**src/rtl/trig_lut_sequencer.sv**
```systemverilog
// Sequences one trig request at a time: range-reduce, pulse one LUT enable, capture its registered result.
// Latency: legal request k+3 cycles (k = 0..3 reduction steps), illegal request 1 cycle, from accept to out_valid.
// Backpressure: result is held in DONE until out_ready; in_ready is low from the accept cycle until back in IDLE.
module trig_lut_sequencer #(
    parameter int DATA_WIDTH = 32,
    parameter int ANGLE_W    = DATA_WIDTH,
    parameter int RESULT_W   = 2 * ANGLE_W
) (
    input  logic                clk,
    input  logic                reset,
    input  logic                in_valid,
    output logic                in_ready,
    input  logic [ANGLE_W-1:0]  in_angle,
    input  logic [1:0]          in_func,
    output logic                out_valid,
    input  logic                out_ready,
    output logic [RESULT_W-1:0] out_data,
    output logic                out_err,
    output logic                en_sine,
    output logic                en_cosine,
    output logic                en_tangent,
    output logic [1:0]          lut_quadrant,
    output logic [ANGLE_W-1:0]  lut_angle,
    input  logic [RESULT_W-1:0] sine_data,
    input  logic [RESULT_W-1:0] cosine_data,
    input  logic [RESULT_W-1:0] tangent_data,
    output logic                busy
);

    typedef enum logic [2:0] {
        S_IDLE    = 3'd0,
        S_REDUCE  = 3'd1,
        S_ISSUE   = 3'd2,
        S_CAPTURE = 3'd3,
        S_DONE    = 3'd4
    } state_t;

    localparam logic [ANGLE_W-1:0] DEG_90  = ANGLE_W'(90);
    localparam logic [ANGLE_W-1:0] DEG_360 = ANGLE_W'(360);

    state_t              state_q, state_d;
    logic [ANGLE_W-1:0]  r_q, r_d;
    logic [1:0]          quad_q, quad_d;
    logic [1:0]          func_q, func_d;
    logic                err_q, err_d;
    logic [RESULT_W-1:0] result_q, result_d;
    logic [2:0]          en_q, en_d;          // {tangent, cosine, sine}
    logic [1:0]          lut_quad_q, lut_quad_d;
    logic [ANGLE_W-1:0]  lut_angle_q, lut_angle_d;

    logic [ANGLE_W-1:0]  step_r;
    logic [1:0]          step_q;
    logic [RESULT_W-1:0] cap_data;

    // One-hot enable pattern for a function select; illegal select enables nothing.
    function automatic logic [2:0] func_enables(input logic [1:0] f);
        case (f)
            2'd0:    func_enables = 3'b001;
            2'd1:    func_enables = 3'b010;
            2'd2:    func_enables = 3'b100;
            default: func_enables = 3'b000;
        endcase
    endfunction

    // Next-state and datapath decisions. A reduction step and the hand-off to ISSUE share one cycle,
    // and angles already within 0..90 go straight from IDLE to ISSUE, so k steps cost exactly k cycles.
    always_comb begin
        state_d     = state_q;
        r_d         = r_q;
        quad_d      = quad_q;
        func_d      = func_q;
        err_d       = err_q;
        result_d    = result_q;
        en_d        = 3'b000;
        lut_quad_d  = lut_quad_q;
        lut_angle_d = lut_angle_q;
        step_r      = r_q - DEG_90;
        step_q      = quad_q + 2'd1;
        cap_data    = '0;

        case (state_q)
            S_IDLE: begin
                if (in_valid) begin
                    r_d    = in_angle;
                    quad_d = 2'd0;
                    func_d = in_func;
                    if (in_angle >= DEG_360 || in_func == 2'd3) begin
                        err_d    = 1'b1;
                        result_d = '0;
                        state_d  = S_DONE;
                    end else if (in_angle > DEG_90) begin
                        err_d   = 1'b0;
                        state_d = S_REDUCE;
                    end else begin
                        // Quadrant 0: reference angle is the angle itself.
                        err_d       = 1'b0;
                        lut_quad_d  = 2'd0;
                        lut_angle_d = in_angle;
                        en_d        = func_enables(in_func);
                        state_d     = S_ISSUE;
                    end
                end
            end
            S_REDUCE: begin
                r_d    = step_r;
                quad_d = step_q;
                if (step_r <= DEG_90) begin
                    // Odd quadrants mirror the residue so the LUTs only ever see 0..90.
                    lut_quad_d  = step_q;
                    lut_angle_d = step_q[0] ? (DEG_90 - step_r) : step_r;
                    en_d        = func_enables(func_q);
                    state_d     = S_ISSUE;
                end
            end
            S_ISSUE: begin
                state_d = S_CAPTURE;
            end
            S_CAPTURE: begin
                case (func_q)
                    2'd0:    cap_data = sine_data;
                    2'd1:    cap_data = cosine_data;
                    default: cap_data = tangent_data;
                endcase
                // A signed zero from the LUT (e.g. tan 180, cos 270) is returned as +0.0.
                if (cap_data[RESULT_W-2:0] == '0) begin
                    cap_data[RESULT_W-1] = 1'b0;
                end
                result_d = cap_data;
                state_d  = S_DONE;
            end
            S_DONE: begin
                if (out_ready) begin
                    state_d = S_IDLE;
                end
            end
            default: begin
                state_d = S_IDLE;
            end
        endcase
    end

    // State and output registers; reset aborts any request in flight and clears every output.
    always_ff @(posedge clk) begin
        if (reset) begin
            state_q     <= S_IDLE;
            r_q         <= '0;
            quad_q      <= 2'd0;
            func_q      <= 2'd0;
            err_q       <= 1'b0;
            result_q    <= '0;
            en_q        <= 3'b000;
            lut_quad_q  <= 2'd0;
            lut_angle_q <= '0;
        end else begin
            state_q     <= state_d;
            r_q         <= r_d;
            quad_q      <= quad_d;
            func_q      <= func_d;
            err_q       <= err_d;
            result_q    <= result_d;
            en_q        <= en_d;
            lut_quad_q  <= lut_quad_d;
            lut_angle_q <= lut_angle_d;
        end
    end

    assign in_ready     = (state_q == S_IDLE);
    assign busy         = (state_q != S_IDLE);
    assign out_valid    = (state_q == S_DONE);
    assign out_data     = result_q;
    assign out_err      = err_q;
    assign en_sine      = en_q[0];
    assign en_cosine    = en_q[1];
    assign en_tangent   = en_q[2];
    assign lut_quadrant = lut_quad_q;
    assign lut_angle    = lut_angle_q;

endmodule

```
**config.mk**
```make
export PLATFORM = sky130hd
export DESIGN_NAME = trig_lut_sequencer
export DESIGN_NICKNAME = d
export VERILOG_FILES = /design/src/rtl/trig_lut_sequencer.sv
export SDC_FILE = /design/constraint.sdc
export NUM_CORES = 1
export LEC_CHECK = 0
export CORE_UTILIZATION = 41
export CTS_CLUSTER_SIZE = 8
export DETAILED_ROUTE_END_ITERATION = 8
export HOLD_SLACK_MARGIN = 0.08
export PLACE_DENSITY = 0.87
export SYNTH_ARGS = -nofsm -noshare
export SYNTH_HDL_FRONTEND = slang
export SYNTH_SLANG_ARGS = --single-unit
```
**constraint.sdc**
```tcl
create_clock -name clk -period 7.8 [get_ports clk]
set_input_delay 1.95 -clock clk [delete_from_list [all_inputs] [get_ports clk]]
set_output_delay 1.95 -clock clk [all_outputs]
set_load 0.05 [all_outputs]
```
==> impl_metrics.json <==
{
  "grt_overflow": 0,
  "start_util_pct": 42.1,
  "period_share_pct": 65.8,
  "synthCells": 1018,
  "fp.dieW_um": 141,
  "route.antenna.remaining_nets": 0,
  "setup_tns_ns": 0,
  "grt_pass1_wl_mm": 45.1,
  "power_density_mw_per_mm2": 168,
  "multi_input_area_mm2": 0.00464,
  "htreeDepth": 4,
  "post_cts_resized": 0,
  "synth_nets": 1253,
  "firstDrtPassIters": 5,
  "yosysSeqAreaShare_pct": 35.6,
  "postCtsSetupRepairBufs": 0,
  "crit_path_start_kind": "input pin",
  "cts_hold_buf": 0,
  "worst_clock_skew_ns": 0.0104,
  "min_path_type": "flip-flop to flip-flop",
  "ir_drop_mv": 0.167,
  "drt_iter0_drc": 859,
  "cts_root_buffer": "clkbuf_16",
  "top_level_ports": 335,
  "vias_per_cell": 5.69,
  "clk_pin_slew_ns": 0.06,
  "vias": 8933,
  "path_class": "input pin to flip-flop",
  "fmax_ghz": 0.195,
  "totalWireLength_mm": 30.2,
  "max_stage_delay_ns": 1.10,
  "syn_to_final_growth_pct": 50.7,
  "rows": 50,
  "floorplan.die_area_mm2": 0.0199,
  "synth_edf_count": 0,
  "avgSynthCellArea_um2": 7.79,
  "clockBufferDepth": 2,
  "port_buffers": 334,
  "arrival_ns": 5.46,
  "cts_buffers": 17,
  "grtUsageTotal_pct": 29.4,
  "regArea_mm2": 0.00283,
  "cpMaxStageDelayCell": "a2111oi_0",
  "grt_pass1_vias": 8072,
  "status": "completed",
  "final_common_cell": "clkdlybuf4s50_1",
  "core_mm2": 0.0188,
  "rsz0062_at_grt": "no",
  "final_cell_mix": "clkdlybuf4s50_1, dfxtp_1, nor2_1",
  "synth-seq-cells": 141,
  "finalHoldViolCount": 0,
  "maxCapViolCount": 0,
  "gp_congestion": 0.918,
  "cts_tree": "done",
  "tightest_slew_ns": 1.22,
  "drive_above_1_share_pct": 4.96,
  "grt_antenna_before_repair": 3,
  "cts.sinks": 141,
  "async_flop_share_pct": 0,
  "crit_path_end_kind": "flip-flop",
  "dp_hpwl_mm": 22.8,
  "fill_cells": 1552,
  "wire_per_inst_um": 19.3,
  "syn_area_mm2": 0.00793,
  "cp_cell_sequence": "clkdlybuf4s50_1, nor4_1, nand4_1, a2111oi_0, o22ai_1, o21ai_4, buf_4, a22oi_1, nor2_1",
  "synth_ff_type": "dfxtp_1",
  "yosysUniqueCellTypes": 65,
  "die_h_um": 141,
  "yosys_warnings": 0,
  "fin_crit_ns": 5.13,
  "p_total_mw": 2.01,
  "required_ns": 8.13,
  "slew-limit-headroom_pct": 16.4,
  "clk_latency_ns": 0.42,
  "drc_errors": 0,
  "grt_max_degree": 116,
  "setup_viol": 0,
  "fin_nets": 1533,
  "leakagePower_nw": 4.08,
  "slew_viol_final": 0,
  "antenna_cells": 0,
  "path_max_fanout": 64
}
[worst paths after layout]
check	startpoint	endpoint	slack, ns	cells after the start
setup reg to reg	r_q[1]$_SDFFE_PP0P_	lut_angle[9]$_SDFFE_PP0P_	3.99	9
hold reg to reg	lut_angle[31]$_SDFFE_PP0P_	lut_angle[31]$_SDFFE_PP0P_	0.46	2
setup / recovery	in_angle[22]	out_data[17]$_SDFFE_PP0P_	2.67	9
hold / removal	lut_angle[31]$_SDFFE_PP0P_	lut_angle[31]$_SDFFE_PP0P_	0.46	2
[sequential cells by signal (all words and copies together), names as in the netlist]
signal and cells:
en_q 3, func_q 2, lut_angle 32, lut_quadrant 2, out_data 64, out_err 1, quad_q 2, r_q 32
state_q 3
[metrics by stage]
stage | instances | worst slack (ns) | util, % | area, um2 | hold slack, ns
global placement | 1539 | 2.58 | 60.3 | 11400 | 0.443
detailed placement | 1539 | 2.33 | 60.3 | 11400 | 0.445
CTS | 1570 | 2.77 | 63.5 | 12000 | 0.457
floorplan | 1018 | 3.64 | - | 7930 | 0.463
finish | 1570 | 2.67 | 63.5 | 12000 | 0.455
global route | 1570 | 2.57 | 63.5 | 12000 | 0.479
[kinds of logic (layout without fill, tap and decap cells)]
group,count (synthesis),after routing,share of synthesized area (%)
multiplexers,73,73,9.26
AO/OA/AOI/OAI,295,295,24.5
AND/OR/NAND/NOR,372,372,22.6
flip-flops,141,141,35.6
buffers and inverters,121,413,6.12
XOR/XNOR,11,11,1.21
adder cells (fa/ha/maj),5,5,0.789
[cell type report]
class	instances	share of cell area, %
clock buffers	19	3.70
clock inverters	12	1.36
inverters	40	1.26
multi-input cells	756	38.8
flip-flops and latches	141	23.7
well taps	260	2.72
repair buffers	342	28.4
[worst max-delay path: cells and delay by family]
kind / cells / cell delay [ns]
buffers and inverters: 2 / 0.99
AOI/OAI and AO/OA: 4 / 1.69
and+or+nand+nor: 3 / 0.77
[power breakdown]
group	total (mW)	leakage (nW)	switching [mW]	internal [mW]
logic	0.410	2.64	0.216	0.194
registers	0.760	1.14	0.0267	0.733
clock network	0.836	0.290	0.323	0.513
[Yosys cell counts (8+ instances only)]
library cell	n	share of area [%]
a211oi_1	11	1.0
a21oi_1	36	2.3
a22oi_1	65	6.2
buf_1	8	0.38
clkbuf_1	68	3.2
dfxtp_1	141	36
inv_1	40	1.9
mux2i_1	70	8.8
nand2_1	110	5.2
nand3_1	16	1.0
nand4_1	13	1.0
nor2_1	122	5.8
nor3_1	18	1.1
nor4_1	29	2.3
o21ai_0	89	5.6
o21ai_1	16	1.0
o21ai_2	11	1.2
or3_1	16	1.3
xnor2_1	8	0.88
[metal layers]
| layer | track usage, % | routed length (um) | vias up |
|---|---|---|---|
| met5 | 0 | 34 | - |
| met4 | 10.3 | 787 | 6 |
| li1 | - | - | 4263 |
| met3 | 6.90 | 2830 | 62 |
| met1 | 38.7 | 12600 | 4122 |
| met2 | 47.0 | 14000 | 480 |
Power figures use the tool's default switching activity.
==> RTL change, RTL diff (same settings) <==
Reset style: asynchronous (`reset`), changed in one clocked block.
--- a/src/rtl/trig_lut_sequencer.sv
+++ b/src/rtl/trig_lut_sequencer.sv
@@ -140,7 +140,7 @@
     end
 
     // State and output registers; reset aborts any request in flight and clears every output.
-    always_ff @(posedge clk) begin
+    always_ff @(posedge clk or posedge reset) begin
         if (reset) begin
             state_q     <= S_IDLE;
             r_q         <= '0;
Behaviour: differs if reset is asserted again (counterexample within 4 cycles, from zero or initial values and one cycle with reset high); with reset held inactive, the same outputs for 4 cycles.
==> RTL change against the unedited design <==
- synthesized area rose by 4.6%
- global-route usage fell by 0.24 points
- critical path type unchanged
- via count is 1.3% lower
- sequential cell count is the same
- maximum frequency increased by 9.5%
- setup slack gained 0.44 ns
- wire length increased by 0.73%
- design area up 3.6%
- die area rose by 4.5%
- first-iteration DRC count is 28% lower
- cell count is 2.5% lower
- register-to-register slack lost 0.49 ns
Power is not compared: it rests on default switching activity, and its combinational part moved more than twofold at a synthesized area within 25%.
==> RTL change: results (changes against the unedited design) <==
RR Startpoint r_q[1]$_DFFE_PP0P_; internal reg-to-reg setup slack 3.50 ns (-0.49 ns); clock root buffer clkbuf_16; H-tree depth 4 (unchanged); crit-path max FO 32 (-50%); Seq/Total Area, Yosys 0.425 (+0.0696); Max clock buf depth 2 (unchanged); first-pass GRT wire length 45,600 um (+1.1%); layout cells sized above 1 0.0474 (-0.00219); status finished clean; fin. max-slew vios 0 (unchanged); WHS Endpoint out_data[21]$_DFFE_PP0P_; total track usage 0.292 (-0.00241); max FFs per register 64 (unchanged); final hold slack 0.482 ns (+0.0266 ns); vias in the first global route 8,232 (+2.0%); pin count of the biggest net entering global routing 74 (-36%); R2R cell count 10 (+1); Worst Hold Class reg -> reg; hold path start out_data[21]$_DFFE_PP0P_; static leakage 5.24 nW; Post-synth top cells dfrtp_1, nand2_1, nor2_1; initial antenna violation count 6 (+3); Peak VDD IR 0.000148 V; hold path cells 2 (unchanged); Final HPWL DP 23,000 um (+1.0%); Critical Path Max Stage Delay 0.57 ns (-0.53 ns); Worst-path clk slew 0.08 ns (+0.02 ns); DRC Markers 0 (unchanged); total CTS buffers 17 (unchanged); worst flop-to-flop path endpoint lut_angle[6]$_DFFE_PP0P_; fin nets 1,487 (-3.0%); vias 8,815 (-1.3%); Post-CTS Resized 0 (unchanged); distinct cell type count after synthesis 69 (+6.2%); Rel. slew slack 0.270 (+0.106); # diodes 0 (unchanged); Worst Clk Skew 0.0191 ns (+0.00865 ns); syn_nets 1,197 (-4.5%); pre-CTS worst setup slack 2.70 ns (+0.367 ns); crit path max-delay cell type a21o_1; ys async rst share 1.00 (+1.00); Skew-Pair Late Insertion Delay 0.43 ns; routed len/inst 19.9 um (+3.4%); Synth area leaders dfrtp_1, mux2i_1, o21ai_0; cell accounting for the most synthesized area dfrtp_1; setup bufs post-CTS 0 (unchanged); GPL Wtd Cong 0.903 (-1.6%); initial detailed-routing violation count 619 (-28%); FILL cells 1,677 (+8.1%); Port Buf Inserts 334 (unchanged); DR pass1 iterations 5 (unchanged); YS warnings 0 (unchanged)
[RTL change: metal layers]
| layer | wire length [um] | global-route usage | vias up |
|---|---|---|---|
| met2 | 14300 | 0.461 | 432 |
| met4 | 628 | 0.0892 | 12 |
| met1 | 12500 | 0.385 | 4226 |
| li1 | - | - | 4086 |
| met3 | 3000 | 0.0834 | 59 |
| met5 | 86 | 0 | - |
[RTL change: through the flow]
stage               instance area [um^2]  instances
finish                             12400       1530
global placement                   11700       1498
global route                       12400       1530
detailed placement                 11700       1498
floorplan                           8290        962
CTS                                12400       1530
[RTL change: power breakdown]
| group | switching [mW] | leakage (nW) | total [mW] | internal [mW] |
|---|---|---|---|---|
| Combinational | 1.01 | 3.07 | 1.68 | 0.669 |
| Clock | 0.399 | 0.305 | 0.842 | 0.442 |
| Sequential | 0.243 | 1.86 | 1.08 | 0.839 |
[RTL change: critical path: cells and delay by family]
family | cells | cell delay, ns
buffers and inverters | 1 | 0.42
AND/OR/NAND/NOR | 4 | 1.41
AO/OA/AOI/OAI | 3 | 1.22
[RTL change: layout make-up]
class                   instances  area, um^2  share of cell area
well taps                     265         332              0.0268
inverters                      21        83.8             0.00677
flip-flops and latches        141        3540               0.286
multi-input cells             730        4400               0.355
clock buffers                  17         425              0.0344
clock inverters                15         211              0.0171
repair buffers                341        3400               0.274
[RTL change: worst max-delay path by stage]
stage	depth (start not counted)	slack, ns	to	start
final	8	3.12	lut_angle[6]$_DFFE_PP0P_	in_angle[19]
after global routing	8	2.83	lut_angle[6]$_DFFE_PP0P_	in_angle[19]
after CTS	8	3.15	lut_angle[6]$_DFFE_PP0P_	in_angle[19]
after detailed placement	8	2.70	lut_angle[6]$_DFFE_PP0P_	in_angle[19]
after global placement	8	2.80	lut_angle[6]$_DFFE_PP0P_	in_angle[19]
after floorplan	1	2.07	en_q[0]$_DFF_PP0_	reset
[RTL change: kinds of logic (layout without fill, tap and decap cells)]
logic type	Yosys count	count (layout)	synth area share
AOI/OAI and AO/OA	288	288	0.222
and+or+nand+nor	354	354	0.202
muxes	66	66	0.0797
xor gates and xnor gates	17	17	0.0180
buffers and inverters	91	394	0.0453
adders and majority gates	5	5	0.00754
DFF	141	141	0.425
